$ cat config.mk
export PLATFORM = sky130hd
export DESIGN_NAME = sr_latch_driver_flat
export DESIGN_NICKNAME = d
export VERILOG_FILES = /design/src/rtl/sr_drv_pkg.sv /design/src/rtl/sr_latch_driver_if.sv /design/src/rtl/sr_pulse_timer.sv /design/src/rtl/sr_latch_driver.sv /design/src/flat_wrapper.sv
export SDC_FILE = /design/constraint.sdc
export NUM_CORES = 1
export LEC_CHECK = 0
export CAP_MARGIN = 40
export CORE_MARGIN = 2
export CORE_UTILIZATION = 25
export CTS_CLUSTER_DIAMETER = 40
export CTS_CLUSTER_SIZE = 40
export DETAILED_ROUTE_END_ITERATION = 7
export DONT_BUFFER_PORTS = 1
export SLEW_MARGIN = 10
export SYNTH_ARGS = -nofsm -noshare
export SYNTH_HDL_FRONTEND = slang
export SYNTH_SLANG_ARGS = --single-unit
$ cat constraint.sdc
create_clock -name clk -period 6.9 [get_ports clk]
set_clock_uncertainty 0.05 [all_clocks]
set_input_delay 1.38 -clock clk [delete_from_list [all_inputs] [get_ports clk]]
set_output_delay 1.38 -clock clk [all_outputs]
set_load 0.05 [all_outputs]
$ cat src/rtl/sr_drv_pkg.sv
// Shared types and constants for the SR latch driver.
// Optional feature macro: SR_DRV_FORCE_EN (re-pulse every channel on request).
package sr_drv_pkg;

    typedef enum logic [1:0] {IDLE, SCAN, PULSE, GAP} sr_drv_state_e;

    // Default pulse length; the recovery gap defaults to half of it.
    localparam int SR_DRV_DEF_PULSE = 4;
    localparam int SR_DRV_DEF_GAP   = SR_DRV_DEF_PULSE / 2;

    function automatic int sr_drv_cnt_width(input int pulse_cycles, input int gap_cycles);
        int longest;
        longest = (pulse_cycles > gap_cycles) ? pulse_cycles : gap_cycles;
        return $clog2(longest + 1);
    endfunction

endpackage

$ cat src/rtl/sr_latch_driver_if.sv
// Target-word request channel of the SR latch driver.
// req_force exists only when SR_DRV_FORCE_EN is defined.
interface sr_latch_driver_if #(
    parameter int WIDTH = 8
);
    logic             req_valid;
    logic             req_ready;
    logic [WIDTH-1:0] req_state;
`ifdef SR_DRV_FORCE_EN
    logic             req_force;

    modport master (output req_valid, output req_state, output req_force, input req_ready);
    modport slave  (input req_valid, input req_state, input req_force, output req_ready);
`else
    modport master (output req_valid, output req_state, input req_ready);
    modport slave  (input req_valid, input req_state, output req_ready);
`endif
endinterface

$ cat src/rtl/sr_pulse_timer.sv
// Loadable down-counter shared by the pulse and gap phases; done is high while the count is zero.
module sr_pulse_timer #(
    parameter int CNT_W = 3
) (
    input  logic             clk,
    input  logic             rst_n,
    input  logic             load,
    input  logic [CNT_W-1:0] load_val,
    output logic             done
);
    logic [CNT_W-1:0] cnt_reg;

    always_ff @(posedge clk or negedge rst_n) begin
        if (!rst_n) begin
            cnt_reg <= '0;
        end else if (load) begin
            cnt_reg <= load_val;
        end else if (cnt_reg != '0) begin
            cnt_reg <= cnt_reg - CNT_W'(1);
        end
    end

    assign done = (cnt_reg == '0);

endmodule

$ cat src/rtl/sr_latch_driver.sv
// Sequences set/reset pulses to a bank of SR latches, one channel at a time, skipping matched channels.
// Define SR_DRV_FORCE_EN to add req_force, which re-pulses every channel in the sequence.
module sr_latch_driver
    import sr_drv_pkg::*;
#(
    parameter int WIDTH        = 8,
    parameter int PULSE_CYCLES = SR_DRV_DEF_PULSE,
    parameter int GAP_CYCLES   = SR_DRV_DEF_GAP
) (
    input  logic             clk,
    input  logic             rst_n,
    sr_latch_driver_if.slave req,
    output logic [WIDTH-1:0] set_o,
    output logic [WIDTH-1:0] reset_o,
    output logic [WIDTH-1:0] state_o,
    output logic             busy,
    output logic             synced
);
    localparam int IDX_W = $clog2(WIDTH);
    localparam int CNT_W = sr_drv_cnt_width(PULSE_CYCLES, GAP_CYCLES);
    localparam logic [IDX_W-1:0] LAST_IDX   = IDX_W'(WIDTH - 1);
    localparam logic [CNT_W-1:0] PULSE_LOAD = CNT_W'(PULSE_CYCLES - 1);
    localparam logic [CNT_W-1:0] GAP_LOAD   = CNT_W'(GAP_CYCLES - 1);

    sr_drv_state_e    state_reg, state_next;
    logic [IDX_W-1:0] idx_reg, idx_next;
    logic [WIDTH-1:0] target_reg;
    logic [WIDTH-1:0] shadow_reg;
    logic             synced_reg, synced_next;
    logic             force_sel;
    logic             accept;
    logic             shadow_wr;
    logic             need;
    logic             timer_load;
    logic [CNT_W-1:0] timer_val;
    logic             timer_done;

`ifdef SR_DRV_FORCE_EN
    always_ff @(posedge clk or negedge rst_n) begin
        if (!rst_n) begin
            force_sel <= 1'b0;
        end else if (accept) begin
            force_sel <= req.req_force;
        end
    end
`else
    assign force_sel = 1'b0;
`endif

    // Until every latch has been driven once its real state is unknown, so all channels need a pulse.
    assign need = !synced_reg || force_sel || (target_reg[idx_reg] ^ shadow_reg[idx_reg]);

    always_comb begin
        state_next  = state_reg;
        idx_next    = idx_reg;
        synced_next = synced_reg;
        accept      = 1'b0;
        shadow_wr   = 1'b0;
        timer_load  = 1'b0;
        timer_val   = PULSE_LOAD;
        unique case (state_reg)
            IDLE: begin
                if (req.req_valid) begin
                    accept     = 1'b1;
                    idx_next   = '0;
                    state_next = SCAN;
                end
            end
            SCAN: begin
                if (need) begin
                    timer_load = 1'b1;
                    timer_val  = PULSE_LOAD;
                    state_next = PULSE;
                end else if (idx_reg == LAST_IDX) begin
                    synced_next = 1'b1;
                    state_next  = IDLE;
                end else begin
                    idx_next = idx_reg + IDX_W'(1);
                end
            end
            PULSE: begin
                if (timer_done) begin
                    shadow_wr  = 1'b1;
                    timer_load = 1'b1;
                    timer_val  = GAP_LOAD;
                    state_next = GAP;
                end
            end
            GAP: begin
                if (timer_done) begin
                    if (idx_reg == LAST_IDX) begin
                        synced_next = 1'b1;
                        state_next  = IDLE;
                    end else begin
                        idx_next   = idx_reg + IDX_W'(1);
                        state_next = SCAN;
                    end
                end
            end
            default: state_next = IDLE;
        endcase
    end

    always_ff @(posedge clk or negedge rst_n) begin
        if (!rst_n) begin
            state_reg  <= IDLE;
            idx_reg    <= '0;
            target_reg <= '0;
            shadow_reg <= '0;
            synced_reg <= 1'b0;
        end else begin
            state_reg  <= state_next;
            idx_reg    <= idx_next;
            synced_reg <= synced_next;
            if (accept) begin
                target_reg <= req.req_state;
            end
            if (shadow_wr) begin
                shadow_reg[idx_reg] <= target_reg[idx_reg];
            end
        end
    end

    sr_pulse_timer #(
        .CNT_W (CNT_W)
    ) u_timer (
        .clk      (clk),
        .rst_n    (rst_n),
        .load     (timer_load),
        .load_val (timer_val),
        .done     (timer_done)
    );

    for (genvar gi = 0; gi < WIDTH; gi++) begin : g_out
        logic sel;
        assign sel         = (state_reg == PULSE) && (idx_reg == IDX_W'(gi));
        assign set_o[gi]   = sel && target_reg[gi];
        assign reset_o[gi] = sel && !target_reg[gi];
    end

    assign state_o       = shadow_reg;
    assign synced        = synced_reg;
    assign busy          = (state_reg != IDLE);
    assign req.req_ready = (state_reg == IDLE);

endmodule

$ cat src/flat_wrapper.sv
// flat-port wrapper written by rule: the top's interface ports become plain ports
module sr_latch_driver_flat import sr_drv_pkg::*;
#(
    parameter int WIDTH        = 8,
    parameter int PULSE_CYCLES = SR_DRV_DEF_PULSE,
    parameter int GAP_CYCLES   = SR_DRV_DEF_GAP
)
  (clk, rst_n, set_o, reset_o, state_o, busy, synced, req_req_valid, req_req_state, req_req_ready);
  sr_latch_driver_if #(.WIDTH(WIDTH)) req_i ();
  input  logic clk;
  input  logic rst_n;
  output logic [WIDTH-1:0] set_o;
  output logic [WIDTH-1:0] reset_o;
  output logic [WIDTH-1:0] state_o;
  output logic busy;
  output logic synced;
  input wire logic [$bits(req_i.req_valid)-1:0] req_req_valid;
  input wire logic [$bits(req_i.req_state)-1:0] req_req_state;
  output wire logic [$bits(req_i.req_ready)-1:0] req_req_ready;
  assign req_i.req_valid = req_req_valid;
  assign req_i.req_state = req_req_state;
  assign req_req_ready = req_i.req_ready;
  sr_latch_driver #(.WIDTH(WIDTH), .PULSE_CYCLES(PULSE_CYCLES), .GAP_CYCLES(GAP_CYCLES)) u_core (.clk(clk), .rst_n(rst_n), .req(req_i), .set_o(set_o), .reset_o(reset_o), .state_o(state_o), .busy(busy), .synced(synced));
endmodule
* Yosys cells after proc, flatten, opt, wreduce, memory -nomap -nowiden *
Index checks and enable logic that the tools add are counted.

operators by class
  add/subtract/negate cells = 2
  equal/unequal tests = 15
  magnitude comparators = 2
  mux-type cells = 33
  reductions and logical operators = 46
  bitwise logic cells = 1

operators by type and width
  kind                                                                           count
  1-bit logical AND                                                              25
  3-bit two-way mux                                                              7
  3-bit == test (second input constant)                                          4
  1-bit two-way mux                                                              12
  2-bit two-way mux                                                              6
  1-bit logical NOT                                                              9
  3-bit one-hot mux with 3 select lines                                          1
  8-bit bitwise mux                                                              1
  2-bit one-hot mux with 4 select lines                                          1
  4-bit AND reduction                                                            2
  1-bit binary-select mux with 3-bit select                                      2
  3-bit by 2-bit == test with 1-bit output (second input constant)               2
  3-bit logical NOT                                                              2
  2-bit nonzero test                                                             3
  3-bit nonzero test                                                             2
  2-bit == test (second input constant)                                          2
  3-bit by 4-bit less-than comparator with 1-bit output (second input constant)  1
  2-bit by 1-bit inequality test with 1-bit output (second input constant)       2
  2-bit inequality test (second input constant)                                  2
  1-bit one-hot mux with 2 select lines                                          2
  3-bit by 1-bit adder with 3-bit output (second input constant)                 1
  1-bit demux with 3-bit select                                                  1
  3-bit by 1-bit == test with 1-bit output (second input constant)               1
  3-bit by 1-bit >= comparator with 1-bit output (second input constant)         1
  7 further kinds                                                                7

word-level totals
  bits in registers = 25
  output and inout bits = 27

* Logic depth before layout (Yosys ltp) *
Gate-level depths: netlist (run 1).

  depth after elaboration = 7
  depth in mapped cells = 8

* By module *
From an unflattened synthesis (run 1), not the netlist that was laid out.

second synthesis, totals
  cells, all modules = 166
  area total of the unflattened synthesis = 1709.1 um^2

by module, submodules not included
  module           area an instance (um^2)  cells an instance  times used  seq. area each (um^2)
  sr_latch_driver  1507.7                   145                1           550.5
  sr_pulse_timer   201.4                    21                 1           75.1

* Least setup slack after synthesis (run 1) *
Ideal clock, no wire load.

  kind = reg-to-output
  start point = reg u_core.state_reg[0]
  end point = out set_o[2]
  cell stages (with the launch flop) = 6
  setup slack = 3166 ps
  arrival time = 2304 ps
  cells stage by stage = dfrtp_1 > inv_1 > ha_1 > clkbuf_1 > nand2_1 > nor3b_1

between the ends
  cells in the longest elaborated chain, start to end = 3

ends and longest elaborated chain
  element                 line                    text
  start, declared         sr_latch_driver.sv:25   sr_drv_state_e state_reg, state_next;
  start signal, assigned  sr_latch_driver.sv:112  state_reg <= state_next;
  2-bit == test           sr_latch_driver.sv:136  assign sel = (state_reg == PULSE) && (idx_reg == IDX_W'(gi));
  1-bit logical AND       sr_latch_driver.sv:136
  1-bit logical AND       sr_latch_driver.sv:137  assign set_o[gi] = sel && target_reg[gi];
  end, declared           flat_wrapper.sv:12      output logic [WIDTH-1:0] set_o;

Every way passes these cells.

* Worst setup path in the final report (run 1) *
Same ends and word-level chain as after synthesis.

==> results_tabular.tex, run 1 <==
\begin{tabular}{lr}
\hline
Metric & Value \\
\hline
\multicolumn{2}{l}{\textbf{Synth}} \\
Syn\_nets & between 150 and 200 \\
Area fraction of the dominant cell type after synthesis & between 30 and 40\% \\
Ranking of synthesized cells by area & dfrtp\_1, mux2\_2, ha\_1 \\
Seq cells post-synth & 25 \\
Ys Warns & 0 \\
Most used flip-flop cell after synthesis & dfrtp\_1 \\
Async SR Flop Fraction & between 90\% and 100\% \\
Post-synth top area cell & dfrtp\_1 \\
Fraction of the yosys area taken by sequential cells & 39.9\% \\
Post-synthesis cell type count & 31 \\
Top cell types by occurrence after synthesis & dfrtp\_1, mux2\_2, ha\_1, nor2\_1, nand2\_1 \\
Synthesized instance count & around 150 \\
Area of the mapped netlist & about 1600 um\^{}2 \\
Most common cell in the synthesized netlist & dfrtp\_1 \\
Number of enable flip-flop cells after synthesis & 0 \\
Post-synthesis area per instance & 10.3 um\^{}2 \\
\multicolumn{2}{l}{\textbf{Placement}} \\
Half-perimeter wire length after detailed placement & $\sim$2700 um \\
RD Place Congestion & a little over 0.8 \\
Port Buffer Count & 0 \\
Cell Count Post-Placement & 230 \\
Post-Place Worst Slack & 3540 ps \\
\multicolumn{2}{l}{\textbf{GRT}} \\
Total GRT Usage & about a tenth \\
GRT overflow & 0 \\
Pin count of the biggest net entering global routing & 26 \\
Number of global-route vias before repair & approximately 1,100 \\
Initial antenna violation count & 0 \\
Global-route wire length before repair & approximately 6000 um \\
\multicolumn{2}{l}{\textbf{Die}} \\
Std cell rows & 28 \\
Die width & 83.2 um \\
Number of placed I/O pins & 38 \\
Starting density of the core & between 20\% and 30\% \\
Height of the die & between 80 and 90 um \\
Area of the core region & between 5000 and 6000 um\^{}2 \\
Die ar. & between 6000 and 7000 um\^{}2 \\
\multicolumn{2}{l}{\textbf{Pwr}} \\
Comb power frac & around half \\
Worst supply voltage drop on vdd & 0.000219 V \\
Reported net switching power & 389 uW \\
Share of power burned in registers & around 41\% \\
Int Power & 405 uW \\
Part of the power in the clock network & a little under an eighth \\
Proportion of total power due to net switching & approximately 49\% \\
Static leakage power & 0.807 nW \\
Areal power density over the cells & between 400 and 500 nW/um\^{}2 \\
\multicolumn{2}{l}{\textbf{Critical path}} \\
Data arrival time of the critical path & around 2200 ps \\
Maximum fanout encountered on the critical timing path & 12 \\
Critical path capture point type & output port \\
Startpoint types & flop \\
Critical path class & reg -> out \\
CP required & about 5500 ps \\
\multicolumn{2}{l}{\textbf{STA}} \\
Worst Slack Setup Final & 3240 ps \\
Share of the clock period used by the worst path after layout & 53.1\% \\
Least-Margin Pin Slew & about 880 ps \\
Final max-slew violation count & 0 \\
FMAX & 273 MHz \\
TNS Setup & 0 ps \\
Number of hold violations in the final report & 0 \\
Worst max-slew margin expressed relative to the limit & approximately 41\% \\
Min cycle time layout & roughly 3700 ps \\
RSZ-0062 raised after global routing & no \\
Final setup violation count & 0 \\
\multicolumn{2}{l}{\textbf{Drt}} \\
DRC errors left & 0 \\
Wire length per cell & approximately 15 um \\
DRT iter0 DRCs & 36 \\
Length of the first detailed-routing pass in iterations & 4 \\
Remaining antenna violation count & 0 \\
Total via count after detailed routing & 1,121 \\
Wire length reported by the detailed router & $\sim$3500 um \\
Post-DR vias/cell & approximately 4.8 \\
\multicolumn{2}{l}{\textbf{Finish}} \\
Fin nets & around 190 \\
Fraction of final layout cells with drive strength greater than 1 & approximately a fifth \\
Synth-to-Final Area Change & 11.0\% \\
Antenna Diode Count & 0 \\
Fraction of the core area covered by cells at the end of the flow & 29.1\% \\
Non-filler instance count after layout & around 230 \\
\multicolumn{2}{l}{\textbf{CTS}} \\
Clock-pin slew on the worst setup and hold paths & roughly 100 ps \\
Number of gates resized after cts & 0 \\
Clock tree from TritonCTS & done \\
Max H-tree Level & 1 \\
Deepest clock path buffer count & 2 \\
CTS hold repair buffers & 0 \\
Master cell of the clock root buffer & clkbuf\_8 \\
Setup Fix Bufs, Post-CTS & 0 \\
Number of buffers created by CTS & 3 \\
Number of clock sinks & 25 \\
Later-pin clock latency in the skew report & 270 ps \\
\multicolumn{2}{l}{\textbf{Outcome}} \\
Run status & finished clean \\
\multicolumn{2}{l}{\textbf{Flow run}} \\
Maxcap violations & 0 \\
\multicolumn{2}{l}{\textbf{Min path}} \\
Type of the worst min-delay path & reg -> reg \\
\hline
\end{tabular}
per-layer routing:
metal | vias up | global-route usage [%] | share of wire [%]
li1 | 548 | - | -
met2 | 35 | 17.2 | 46
met5 | - | 0 | 0
met3 | 2 | 3.08 | 6.5
met4 | 0 | 2.24 | 0.42
met1 | 536 | 14.2 | 47
path summary, 6_finish.rpt:
kind / startpoint / to / slack [ps] / cells past startpoint
max in group asynchronous: rst_n / u_core.target_reg[1] / 5980 / 0
max: u_core.state_reg[0] / set_o[2] / 3240 / 4
min reg2reg: u_core.u_timer.cnt_reg[0] / u_core.u_timer.cnt_reg[0] / 470 / 1
max reg2reg: u_core.idx_reg[1] / u_core.idx_reg[1] / 4000 / 6
min: u_core.u_timer.cnt_reg[0] / u_core.u_timer.cnt_reg[0] / 470 / 1
min in group asynchronous: rst_n / u_core.u_timer.cnt_reg[2] / 740 / 0
layout by cell type, fill, tap and decap left out, types with 4 or more instances in the layout:
| cell type | instances |
|---|---|
| nand2_1 | 13 |
| dfrtp_1 | 25 |
| ha_1 | 14 |
| mux2i_1 | 5 |
| inv_1 | 12 |
| nor2_1 | 14 |
| mux4_2 | 4 |
| nand3_1 | 9 |
| nor3_1 | 8 |
| buf_4 | 7 |
| mux2_2 | 17 |
| and3_1 | 4 |
through the flow:
step	instance area (um^2)	hold slack [ps]	power [mW]
6_report	1740	466	0.794
5_1_grt	1740	502	0.862
4_1_cts	1740	471	0.805
3_5_place_dp	1690	454	0.710
3_3_place_gp	1660	448	0.698
2_1_floorplan	1570	427	0.624
critical path, stage by stage (launching register included):
cell,delay (ps)
dfrtp_1,430
inv_1,170
ha_1,430
nand2_1,190
nor3b_2,750
final cells by class:
class                   count  area, um^2
clock buffers               3        41.3
inverters                  13        48.8
well taps                  75        93.8
multi-input cells         110         872
fillers                   622        4250
repair buffers              7        52.6
flip-flops and latches     25         626
clock inverters             1        7.51
cell families (layout without fill, tap and decap cells):
family | count (synthesis) | in the layout | share of synthesized area (%)
flip-flops | 25 | 25 | 39.9
buffers and inverters | 18 | 24 | 4.86
AND/OR/NAND/NOR | 54 | 54 | 15.9
multiplexers | 26 | 26 | 21.1
XOR/XNOR | 1 | 1 | 0.558
AO/OA/AOI/OAI | 15 | 15 | 6.46
adder cells (fa/ha/maj) | 14 | 14 | 11.2
power groups by stage:
| stage | clock, mW | combinational [mW] | sequential [mW] |
|---|---|---|---|
| 2_1_floorplan | 0 | 0.332 | 0.292 |
| 3_3_place_gp | 0 | 0.375 | 0.323 |
| 3_5_place_dp | 0 | 0.383 | 0.327 |
| 4_1_cts | 0.0962 | 0.386 | 0.323 |
| 5_1_grt | 0.101 | 0.426 | 0.335 |
| 6_report | 0.0901 | 0.381 | 0.322 |
No activity file was read; power rests on OpenSTA's default activity.
==> run 2: changes to the inputs <==
- clock period: 6.9 -> 3.5 ns (I/O delays scaled with it)
==> run 2 against run 1 <==
Against the previous run:
- worst hold slack worse by 410 ps
- sequential power increased by 98%
- core utilization up 0.71 points
- clock power increased by 94%
- wire length fell by 0.71%
- first-iteration DRC count increased by 8.3%
- combinational power increased by 98%
==> results_tabular.tex, run 2 (synthesized netlist as in run 1, its figures left out) <==
\begin{tabular}{lr}
\hline
Metric & Value \\
\hline
\multicolumn{2}{l}{\textbf{Outcome}} \\
Run status & finished clean \\
\multicolumn{2}{l}{\textbf{Die}} \\
Area of the core region & 5990 um\^{}2 (unchanged) \\
Std cell rows & 28 (unchanged) \\
Number of placed I/O pins & 38 (unchanged) \\
Starting density of the core & 26.2\% (unchanged) \\
Height of the die & 83.2 um (unchanged) \\
Die width & 83.2 um (unchanged) \\
Die ar. & 6930 um\^{}2 (unchanged) \\
\multicolumn{2}{l}{\textbf{CTS}} \\
Clock tree from TritonCTS & done \\
Later-pin clock latency in the skew report & 270 ps (about the same) \\
CTS hold repair buffers & 0 (unchanged) \\
Max H-tree Level & 1 (unchanged) \\
Master cell of the clock root buffer & clkbuf\_8 \\
Number of gates resized after cts & 0 (unchanged) \\
Clock-pin slew on the worst setup and hold paths & 90 ps (about the same) \\
Deepest clock path buffer count & 2 (unchanged) \\
Number of buffers created by CTS & 3 (unchanged) \\
Number of clock sinks & 25 (unchanged) \\
Setup Fix Bufs, Post-CTS & 0 (unchanged) \\
\multicolumn{2}{l}{\textbf{Pwr}} \\
Int Power & 805 uW (+99\%) \\
Part of the power in the clock network & 11.2\% (about the same) \\
Worst supply voltage drop on vdd & 0.000307 V (+40\%) \\
Areal power density over the cells & 878 nW/um\^{}2 (+93\%) \\
Comb power frac & 48.2\% (about the same) \\
Share of power burned in registers & 40.6\% (about the same) \\
Reported net switching power & 762 uW (+96\%) \\
Static leakage power & 0.843 nW (+4.5\%) \\
Proportion of total power due to net switching & 48.7\% (-0.31 points) \\
\multicolumn{2}{l}{\textbf{Finish}} \\
Non-filler instance count after layout & 240 (+2.6\%) \\
Synth-to-Final Area Change & 13.7\% \\
Sequential cell area & 626 um\^{}2 (unchanged) \\
Fraction of final layout cells with drive strength greater than 1 & 24.2\% (+2.9 points) \\
Antenna Diode Count & 0 (unchanged) \\
Fin nets & 191 (+3.2\%) \\
Multi-input gate area & 872 um\^{}2 (unchanged) \\
Final cell area excluding filler cells & 1780 um\^{}2 (+2.4\%) \\
Commonest cells after routing, fill and taps aside & dfrtp\_1, mux2\_2, nor2\_1, ha\_1 \\
Number of inserted filler cells in the final layout & 606 (-2.6\%) \\
Most common cell after layout, fill and taps aside & dfrtp\_1 \\
\multicolumn{2}{l}{\textbf{GRT}} \\
Pin count of the biggest net entering global routing & 26 (unchanged) \\
Global-route wire length before repair & 5800 um (-3.0\%) \\
Initial antenna violation count & 0 (unchanged) \\
Total GRT Usage & 10.1\% (-0.59 points) \\
GRT overflow & 0 (unchanged) \\
Number of global-route vias before repair & 1,183 (+4.5\%) \\
\multicolumn{2}{l}{\textbf{Critical path}} \\
Maximum fanout encountered on the critical timing path & 11 (-1) \\
Critical path capture point type & flop \\
Series of cell instances along the critical path & mux4\_2 > mux2\_2 > xor2\_1 > nand2\_1 > a2111o\_1 > mux2i\_1 \\
Largest delay contributor family on the critical path & multiplexers \\
Data arrival time of the critical path & 2880 ps (+650 ps) \\
Cell with the largest stage delay on the worst path & dfrtp\_1 \\
Startpoint types & flop \\
Delay of the slowest cell on the worst path & 620 ps (-130 ps) \\
Sum of buffers and inverters on the critical path & 0 (-1) \\
Critical path class & reg -> reg \\
CP required & 3600 ps (-1870 ps) \\
\multicolumn{2}{l}{\textbf{STA}} \\
RSZ-0062 raised after global routing & no \\
FMAX & 360 MHz \\
Least-Margin Pin Slew & 608 ps (-269 ps) \\
Min cycle time layout & $\sim$2800 ps \\
TNS Setup & 0 ps (unchanged) \\
Number of hold violations in the final report & 0 (unchanged) \\
Share of the clock period used by the worst path after layout & 79.5\% \\
Final setup violation count & 0 (unchanged) \\
Final max-slew violation count & 0 (unchanged) \\
Worst max-slew margin expressed relative to the limit & 59.4\% (+18 points) \\
Final hold slack & 60.9 ps (-405 ps) \\
\multicolumn{2}{l}{\textbf{Placement}} \\
RD Place Congestion & 0.794 (-4.5\%) \\
Port Buffer Count & 0 (unchanged) \\
Cell area reported after detailed placement & 1740 um\^{}2 (+2.7\%) \\
Cell Count Post-Placement & 236 (+2.6\%) \\
Half-perimeter wire length after detailed placement & 2680 um (+0.24\%) \\
\multicolumn{2}{l}{\textbf{Drt}} \\
Remaining antenna violation count & 0 (unchanged) \\
Wire length reported by the detailed router & 3520 um (-0.71\%) \\
Total via count after detailed routing & 1,175 (+4.8\%) \\
Wire length per cell & 14.7 um (-3.2\%) \\
Length of the first detailed-routing pass in iterations & 4 (unchanged) \\
Post-DR vias/cell & 4.90 (+2.2\%) \\
DRT iter0 DRCs & 39 (+8.3\%) \\
DRC errors left & 0 (unchanged) \\
\multicolumn{2}{l}{\textbf{Min path}} \\
Type of the worst min-delay path & in -> async \\
\multicolumn{2}{l}{\textbf{Flow run}} \\
Maxcap violations & 0 (unchanged) \\
\hline
\end{tabular}
[run 2: cell types whose count changed in the layout (fill, tap and decap cells not counted), sizes merged]
cell and change:
clkinvlp -1, clkinv +1, buf +6
[run 2: per-stage QoR]
stage | setup WS (ps) | util, % | total power, mW
floorplan | 446 | - | 1.23
global placement | 774 | 29.0 | 1.39
detailed placement | 732 | 29.0 | 1.40
CTS | 702 | 29.8 | 1.58
global route | 557 | 29.8 | 1.69
finish | 719 | 29.8 | 1.57
[run 2: path summary, 6_finish.rpt]
kind / cells past startpoint / from / slack [ps] / end
setup / recovery: 6 / u_core.idx_reg[1] / 720 / u_core.idx_reg[0]
hold / removal: 0 / rst_n / 60 / u_core.state_o[2]
setup reg to reg: 6 / u_core.idx_reg[1] / 720 / u_core.idx_reg[0]
hold reg to reg: 1 / u_core.u_timer.cnt_reg[0] / 460 / u_core.u_timer.cnt_reg[0]
max in group asynchronous: 0 / rst_n / 3260 / u_core.target_reg[6]
min in group clk: 1 / u_core.u_timer.cnt_reg[0] / 460 / u_core.u_timer.cnt_reg[0]
[run 2: final cells by class]
type | instances | area share, %
Inverter | 13 | 2.73
Tap cell | 75 | 5.26
Clock inverter | 1 | 0.281
Clock buffer | 3 | 2.31
Multi-Input combinational cell | 110 | 48.9
Sequential cell | 25 | 35.1
Timing Repair Buffer | 13 | 5.47
[run 2: metal layers]
layer  vias up  global-route usage [%]  part of all wire (%)
li1        564                       -                     -
met1       572                    13.8                    48
met2        35                    15.7                    45
met3         4                    2.39                   6.4
met4         0                    3.13                  0.94
met5         -                       0                     0
[run 2: worst register-to-register path: cells and delay by family (launching register included)]
kind	cells	cell delay [ps]
compound gates	1	540
flops	1	620
mux	3	1060
xor+xnor	1	230
simple gates	1	170
[run 2: power groups by stage]
stage | Sequential, mW | Clock (mW) | Combinational (mW)
floorplan | 0.577 | 0 | 0.655
global placement | 0.644 | 0 | 0.745
detailed placement | 0.644 | 0 | 0.756
CTS | 0.638 | 0.182 | 0.763
global route | 0.660 | 0.193 | 0.834
finish | 0.636 | 0.175 | 0.756
